## src/rtl/rows_round_ctrl_if.sv

```systemverilog
// rtl/rows_round_ctrl_if.sv - handshake bundle for the row-permutation sequencer (dec exists only with ROWS_DECRYPT_EN)
interface rows_round_ctrl_if #(
  parameter int ROUNDS = 8
);
  logic                  in_valid;
  logic                  in_ready;
  logic [127:0]          in_state;
  logic [2*ROUNDS-1:0]   in_key;
  logic                  out_valid;
  logic                  out_ready;
  logic [127:0]          out_state;
  logic                  busy;
  logic [5:0]            round_idx;
`ifdef ROWS_DECRYPT_EN
  logic                  dec;

  modport master (
    output in_valid, in_state, in_key, dec, out_ready,
    input  in_ready, out_valid, out_state, busy, round_idx
  );
  modport slave (
    input  in_valid, in_state, in_key, dec, out_ready,
    output in_ready, out_valid, out_state, busy, round_idx
  );
`else
  modport master (
    output in_valid, in_state, in_key, out_ready,
    input  in_ready, out_valid, out_state, busy, round_idx
  );
  modport slave (
    input  in_valid, in_state, in_key, out_ready,
    output in_ready, out_valid, out_state, busy, round_idx
  );
`endif
endinterface

```

## src/rtl/rows_round_ctrl.sv

```systemverilog
// rtl/rows_round_ctrl.sv - multi-round 4-row byte-permutation sequencer (optional ROWS_DECRYPT_EN reverses key order)
module rows_round_ctrl #(
  parameter int ROUNDS = 8
) (
  input  logic               clk,
  input  logic               rst,
  rows_round_ctrl_if.slave   bus
);
  localparam logic [1:0] S_IDLE = 2'd0;
  localparam logic [1:0] S_RUN  = 2'd1;
  localparam logic [1:0] S_DONE = 2'd2;
  localparam logic [5:0] LAST   = 6'(ROUNDS - 1);

  logic [1:0]          state;
  logic [5:0]          cnt;
  logic [127:0]        st_q;
  logic [2*ROUNDS-1:0] key_q;
  logic [5:0]          key_idx;
  logic [1:0]          sel;
  logic [127:0]        st_perm;

  function automatic logic [127:0] perm(input logic [127:0] s, input logic [1:0] k);
    logic [31:0] a, b, c, d;
    {a, b, c, d} = s;
    case (k)
      2'b00:   perm = {c, b, a, d};
      2'b01:   perm = {a, d, c, b};
      2'b10:   perm = {b, a, d, c};
      default: perm = {d, c, b, a};
    endcase
  endfunction

`ifdef ROWS_DECRYPT_EN
  logic dec_q;

  always_ff @(posedge clk) begin
    if (rst)
      dec_q <= 1'b0;
    else if (state == S_IDLE && bus.in_valid)
      dec_q <= bus.dec;
  end

  // Self-inverse rounds: walking the key pairs backwards undoes an encryption.
  assign key_idx = dec_q ? (LAST - cnt) : cnt;
`else
  assign key_idx = cnt;
`endif

  assign sel     = key_q[2*key_idx +: 2];
  assign st_perm = perm(st_q, sel);

  always_ff @(posedge clk) begin
    if (rst) begin
      state <= S_IDLE;
      cnt   <= '0;
      st_q  <= '0;
      key_q <= '0;
    end else begin
      case (state)
        S_IDLE: begin
          if (bus.in_valid) begin
            st_q  <= bus.in_state;
            key_q <= bus.in_key;
            cnt   <= '0;
            state <= S_RUN;
          end
        end
        S_RUN: begin
          st_q <= st_perm;
          if (cnt == LAST) begin
            cnt   <= '0;
            state <= S_DONE;
          end else begin
            cnt <= cnt + 6'd1;
          end
        end
        S_DONE: begin
          if (bus.out_ready)
            state <= S_IDLE;
        end
        default: state <= S_IDLE;
      endcase
    end
  end

  // in_ready is held low while reset is applied so nothing is offered during the reset cycle.
  assign bus.in_ready  = (state == S_IDLE) && !rst;
  assign bus.out_valid = (state == S_DONE);
  assign bus.busy      = (state == S_RUN);
  assign bus.round_idx = (state == S_RUN) ? cnt : 6'd0;
  assign bus.out_state = st_q;
endmodule

```

## src/flat_wrapper.sv

```systemverilog
// flat-port wrapper written by rule: the top's interface ports become plain ports
module rows_round_ctrl_flat 
#(
  parameter int ROUNDS = 8
)
  (clk, rst, bus_in_valid, bus_in_state, bus_in_key, bus_out_ready, bus_in_ready, bus_out_valid, bus_out_state, bus_busy, bus_round_idx);
  rows_round_ctrl_if #(.ROUNDS(ROUNDS)) bus_i ();
  input  logic clk;
  input  logic rst;
  input wire logic [$bits(bus_i.in_valid)-1:0] bus_in_valid;
  input wire logic [$bits(bus_i.in_state)-1:0] bus_in_state;
  input wire logic [$bits(bus_i.in_key)-1:0] bus_in_key;
  input wire logic [$bits(bus_i.out_ready)-1:0] bus_out_ready;
  output wire logic [$bits(bus_i.in_ready)-1:0] bus_in_ready;
  output wire logic [$bits(bus_i.out_valid)-1:0] bus_out_valid;
  output wire logic [$bits(bus_i.out_state)-1:0] bus_out_state;
  output wire logic [$bits(bus_i.busy)-1:0] bus_busy;
  output wire logic [$bits(bus_i.round_idx)-1:0] bus_round_idx;
  assign bus_i.in_valid = bus_in_valid;
  assign bus_i.in_state = bus_in_state;
  assign bus_i.in_key = bus_in_key;
  assign bus_i.out_ready = bus_out_ready;
  assign bus_in_ready = bus_i.in_ready;
  assign bus_out_valid = bus_i.out_valid;
  assign bus_out_state = bus_i.out_state;
  assign bus_busy = bus_i.busy;
  assign bus_round_idx = bus_i.round_idx;
  rows_round_ctrl #(.ROUNDS(ROUNDS)) u_core (.clk(clk), .rst(rst), .bus(bus_i));
endmodule
```

## config.mk

```make
export PLATFORM = sky130hd
export DESIGN_NAME = rows_round_ctrl_flat
export DESIGN_NICKNAME = d
export VERILOG_FILES = /design/src/rtl/rows_round_ctrl_if.sv /design/src/rtl/rows_round_ctrl.sv /design/src/flat_wrapper.sv
export SDC_FILE = /design/constraint.sdc
export NUM_CORES = 1
export LEC_CHECK = 0
export CELL_PAD_IN_SITES_DETAIL_PLACEMENT = 0
export CELL_PAD_IN_SITES_GLOBAL_PLACEMENT = 2
export CORE_ASPECT_RATIO = 1.1
export CORE_MARGIN = 2
export CORE_UTILIZATION = 25
export CTS_CLUSTER_DIAMETER = 50
export DETAILED_ROUTE_END_ITERATION = 10
export PLACE_DENSITY = 0.84
export SETUP_SLACK_MARGIN = 0.1
export SYNTH_ARGS = -nofsm -noshare
export SYNTH_HDL_FRONTEND = slang
export SYNTH_SLANG_ARGS = --single-unit
```

## constraint.sdc

```tcl
create_clock -name clk -period 1.8 [get_ports clk]
set_clock_uncertainty 0.05 [all_clocks]
set_input_delay 0.54 -clock clk [delete_from_list [all_inputs] [get_ports clk]]
set_output_delay 0.54 -clock clk [all_outputs]
set_load 0.03 [all_outputs]
```

; Yosys cells after proc, flatten, opt, wreduce, memory -nomap -nowiden
; Cells that the tools add are included.
[op_classes]
add_sub_neg = 1
eq_ne = 10
shift = 1
muxes = 11
reduce_logical = 10
[ops]
columns = cell, n
row1 = case mux 128 bit (3 select lines), 1
row2 = case mux 128 bit (2 select lines), 1
row3 = 2-to-1 mux 128 bit, 1
row4 = 2-to-1 mux 6 bit, 3
row5 = variable part select 16 x 8 -> 2 bit, 1
row6 = case mux 6 bit (2 select lines), 1
row7 = AND reduction 3 bit, 3
row8 = != test 2 bit (second input constant), 4
row9 = adder 6 x 1 -> 6 bit (second input constant), 1
row10 = == test 6 x 3 -> 1 bit (second input constant), 1
row11 = 2-to-1 mux 2 bit, 3
row12 = case mux 2 bit (3 select lines), 1
row13 = == test 2 x 1 -> 1 bit (second input constant), 2
row14 = == test 2 bit (second input constant), 2
row15 = zero test 2 bit, 2
row16 = AND reduction 2 bit, 2
row17 = != test 2 x 1 -> 1 bit (second input constant), 1
row18 = nonzero test 2 bit, 1
row19 = logical AND 1 bit, 1
row20 = zero test 1 bit, 1
[totals]
register_bits = 152
wordCells = 38

; Logic depth before layout (Yosys ltp)
[depth]
ltp_word = 4
ltp_mapped = 9
depth_no_buf = 6

; Least setup slack after synthesis
; No wires, ideal clock.
[synth_timing]
kind = reg-to-output
start = register u_core.state[1]
end = output bus_round_idx[0]
arrival_time_ps = 1802
required_time_ps = 1210
path_slack_ps = -592
path_stages_with_launch = 7
path_buffers = 3
cell_sequence = dfxtp_1 nand2b_1 clkbuf_1 clkinv_1 clkbuf_1 clkbuf_1 and2_1
[synth_between]
elab_chain_len = 2
[synth_rtl]
columns = item, line
row1 = start: declaration, rows_round_ctrl.sv:14  ; logic [1:0] state;
row2 = start signal: assignment, rows_round_ctrl.sv:54  ; state <= S_IDLE;
row3 = start signal: assignment, rows_round_ctrl.sv:65  ; state <= S_RUN;
row4 = start signal: assignment, rows_round_ctrl.sv:72  ; state <= S_DONE;
row5 = == test 2 x 1 -> 1 bit, --
row6 = via bus_busy, flat_wrapper.sv:17  ; output wire logic [$bits(bus_i.busy)-1:0] bus_busy;
row7 = 2-to-1 mux 6 bit, rows_round_ctrl.sv:90  ; assign bus.round_idx = (state == S_RUN) ? cnt : 6'd0;
row8 = end: declaration, flat_wrapper.sv:18  ; output wire logic [$bits(bus_i.round_idx)-1:0] bus_round_idx;
; The timed path passes the listed nets, and every way through them passes these cells.

; Worst setup path in the final report
[layout_timing]
start = register u_core.cnt[0]
end = register u_core.st_q[126], in the netlist u_core.bus.out_state[126]
[layout_between]
elab_chain_len = 4
word_cells_on_any_way = 8
classes_between = 3 x eq/ne / 1 x shift / 2 x mux / 2 x reduce/logical
[layout_rtl]
columns = item, line
row1 = start: declaration, rows_round_ctrl.sv:15  ; logic [5:0] cnt;
row2 = start signal: assignment, rows_round_ctrl.sv:74  ; cnt <= cnt + 6'd1;
row3 = variable part select 16 x 8 -> 2 bit *, rows_round_ctrl.sv:49  ; assign sel = key_q[2*key_idx +: 2];
row4 = == test 2 bit (tied with other cells), rows_round_ctrl.sv:25  ; case (k)
row5 = case mux 128 bit (3 select lines) or != test 2 bit (tied branches), --
row6 = case mux 128 bit (2 select lines) or AND reduction 3 bit (tied branches), --
row7 = end signal: assignment, rows_round_ctrl.sv:62  ; st_q <= bus.in_state;
row8 = end signal: assignment, rows_round_ctrl.sv:69  ; st_q <= st_perm;
row9 = end: declaration, rows_round_ctrl.sv:16  ; logic [127:0] st_q;
; Mark *: on every way between the ends. The rest lies on a longest branch, timed or not.
; A chain may end at the register's enable or synchronous reset.

==> impl_results.md <==
* Mapped Area at about 9300 sq um
* DRC at 0
* Share of layout cells above drive strength 1 at 30.7%
* Capture point of the worst path: u_core.bus.out_state[126]$_SDFFE_PP0P_
* CTS sink count at ~150
* Max stage delay cell, worst path: dfxtp_4
* Unrepaired setup endpoints after global routing: true
* CTS tree: yes
* Vias per cell at around 5.2
* Crit Path Max Fanout at 9
* FF-to-FF End: u_core.bus.out_state[126]$_SDFFE_PP0P_
* Hold Slack at ~410 ps
* Final critical-path setup slack at -418 ps
* Starting density of the core at roughly a quarter
* Clk root buf: clkbuf_16
* Placed cell area at between 10000 and 15000 sq um
* Crit path buffers/inverters at 4
* Routed Antenna Nets at 0
* Failing checks: setup timing
* Initial DRC count at roughly 730
* Crit path max-delay family: buffers and inverters
* Last weighted congestion value of the routability-driven placer at approximately 0.81
* Average cell area after synthesis at roughly 9 sq um
* Max Freq at approximately 450 MHz
* Final worst path period share at 123%
* Layout Utilization at roughly two fifths
* Sequential fraction of the synthesis area at 32.6%
* Top FF cell, synth: dfxtp_1
* Worst Setup End Kind: register
* Post-synthesis register bit count at 152
* CP Cell Sequence: mux2i_2 > a311oi_2 > buf_4 > and3_4 > a21o_1 > buf_6 > a21oi_4 > buf_12 > clkbuf_16 > a32o_1
* Num CTS Buffers at 17
* All-layer global routing usage at roughly a fifth
* Most common cell in the netlist: dfxtp_1
* Pre-CTS setup slack at -486 ps
* 1st-pass router iterations at 5
* Core footprint at 36900 sq um
* Endpoints failing hold at 0
* CP startpoint: u_core.cnt[0]$_SDFFE_PP0P_
* Post-synth top area cell: dfxtp_1
* Number of distinct library cells after synthesis at 39
* Placed wire-length estimate at between 20000 and 30000 microns
* Status: complete, but fails checks
* Chip height at between 200 and 250 microns
* Post-layout nets at between 1500 and 2000
* Gr ovfl total at 0
* Finished Cell Area at roughly 15000 sq um
* Hold_buf cts at 0
* Reg2reg start: u_core.cnt[0]$_SDFFE_PP0P_
* Cells after synthesis at 1021
* Ys async rst share at 0%
* CP required at ~2100 ps
* Final slew viol count at 0
* Clock slew at reported path FFs at 80 ps
* Cell Rows at 74
* Initial antenna violation count at 2
* Die area at about 40000 sq um
* Area growth from synthesis to layout at 60.2%
* Syn. warnings at 0
* Overall Power at approximately 14 mW
* Final Instance Count excl. Fillers at around 1900
* Post-Syn Nets at roughly 1200
* Synth top area share at 32.6%
* CP Launch Type: register
* H-tree Lvls at 4
* Chip width at about 190 microns
* Routed WL at about 40000 microns
* Vias in the first global route at roughly 9700
* Number of stages on the worst setup path at 10
* Largest net degree at the start of global routing at between 70 and 80
* Slowest stage delay, CP at 430 ps
* WP data arrival at 2540 ps
* Max-Cap Viols at 0
* Fin Setup TNS at -48730 ps
* R2R Setup Slk at -420 ps
* Slew headroom at roughly three quarters
* Synth cell count leaders: 152 x dfxtp_1, 136 x mux2i_1, 130 x nand2b_1, 129 x inv_1
* Clk Latency, worst-skew pair at ~440 ps
* Via count at a little under 10000
* Reg2reg path depth at 10
* Tmin final at between 2000 and 2500 ps
* Crit Path Class: reg -> reg
* Post-synth EDFFs at 0
* IO Pins at around 290
* Global-route wire length before repair at 58300 microns
* Power per Cell Area at between 900 and 1000 nW/um^2
* Routed len/inst at roughly 21 microns
* Buffers on Ports at between 200 and 300
* Worst-Margin Slew at 377 ps
* Dpl cells at ~1800
* Setup violations, final at between 100 and 150
* Leak at approximately 6.2 nW
* Peak supply drop at 645 uV
* CTS Buffer Depth at 2
* Worst hold path type: reg -> reg
* Top post-synthesis cells by area: dfxtp_1 33%, mux2i_1 15%, a32o_1 14%
-- kinds of logic after synthesis --
kind of cell	Yosys count	synth area share (%)
AO/OA/AOI/OAI	294	28.4
adder cells (fa/ha/maj)	1	0.134
buffers and inverters	238	11.9
flip-flops	152	32.6
multiplexers	136	14.6
AND/OR/NAND/NOR	200	12.3
-- where the power goes --
group | internal (mW) | switching, mW
combinational | 2.84 | 3.22
sequential | 3.83 | 0.513
clock | 2.22 | 1.59
-- sequential cells by signal (all words and copies together), names as in the netlist --
| name | count |
|---|---|
| u_core.bus.out_state | 128 |
| u_core.key_q | 16 |
| u_core.cnt | 6 |
| u_core.state | 2 |
-- routing by layer --
| metal | up-vias | GRT usage, % | wire (microns) |
|---|---|---|---|
| met5 | - | 0 | 0 |
| met1 | 4818 | 24.7 | 17700 |
| met4 | 0 | 6.61 | 847 |
| met2 | 364 | 32.9 | 19600 |
| met3 | 44 | 3.36 | 2240 |
| li1 | 4584 | - | - |
-- cell type report --
class / count / area [sq um]
fillers: 3640 / 22000
multi-input cells: 632 / 5420
repair buffers: 445 / 4680
flip-flops and latches: 152 / 3120
well taps: 494 / 618
inverters: 130 / 495
clock buffers: 20 / 447
clock inverters: 11 / 149
diodes: 2 / 5.00
-- worst min-delay path by stage --
| stage | from | to | depth (start not counted) |
|---|---|---|---|
| 2_1_floorplan | u_core.key_q[0]$_SDFFE_PP0P_ | u_core.key_q[0]$_SDFFE_PP0P_ | 2 |
| 3_3_place_gp | u_core.key_q[11]$_SDFFE_PP0P_ | u_core.key_q[11]$_SDFFE_PP0P_ | 2 |
| 3_5_place_dp | u_core.key_q[11]$_SDFFE_PP0P_ | u_core.key_q[11]$_SDFFE_PP0P_ | 2 |
| 4_1_cts | u_core.key_q[3]$_SDFFE_PP0P_ | u_core.key_q[3]$_SDFFE_PP0P_ | 2 |
| 5_1_grt | u_core.key_q[4]$_SDFFE_PP0P_ | u_core.key_q[4]$_SDFFE_PP0P_ | 2 |
| 6_report | u_core.key_q[4]$_SDFFE_PP0P_ | u_core.key_q[4]$_SDFFE_PP0P_ | 2 |
-- timing repair --
item,4_1_cts,5_1_grt
resized for setup,653,121
endpoints found under the setup margin,257,202
pin swaps,6,10
gates cloned,6,15
buffers inserted,19,7
-- worst min-delay path, cell delays in order (launching register included) --
cell	delay (ps)
dfxtp_1	320
nand2_1	50
a21oi_1	50
-- cell usage in the layout (no fill, tap or decap), drive strengths merged, types with 4 or more instances in the layout --
master / instances
buf: 243
dfxtp: 152
clkdlybuf4s50: 146
mux2i: 136
inv: 131
nand2b: 130
a32o: 128
o221ai: 128
clkbuf: 63
nand2: 38
a21oi: 24
nor2: 9
clkdlybuf4s15: 8
and2: 7
clkdlybuf4s18: 5
clkinv: 4
No activity file was read; power rests on OpenSTA's default activity.
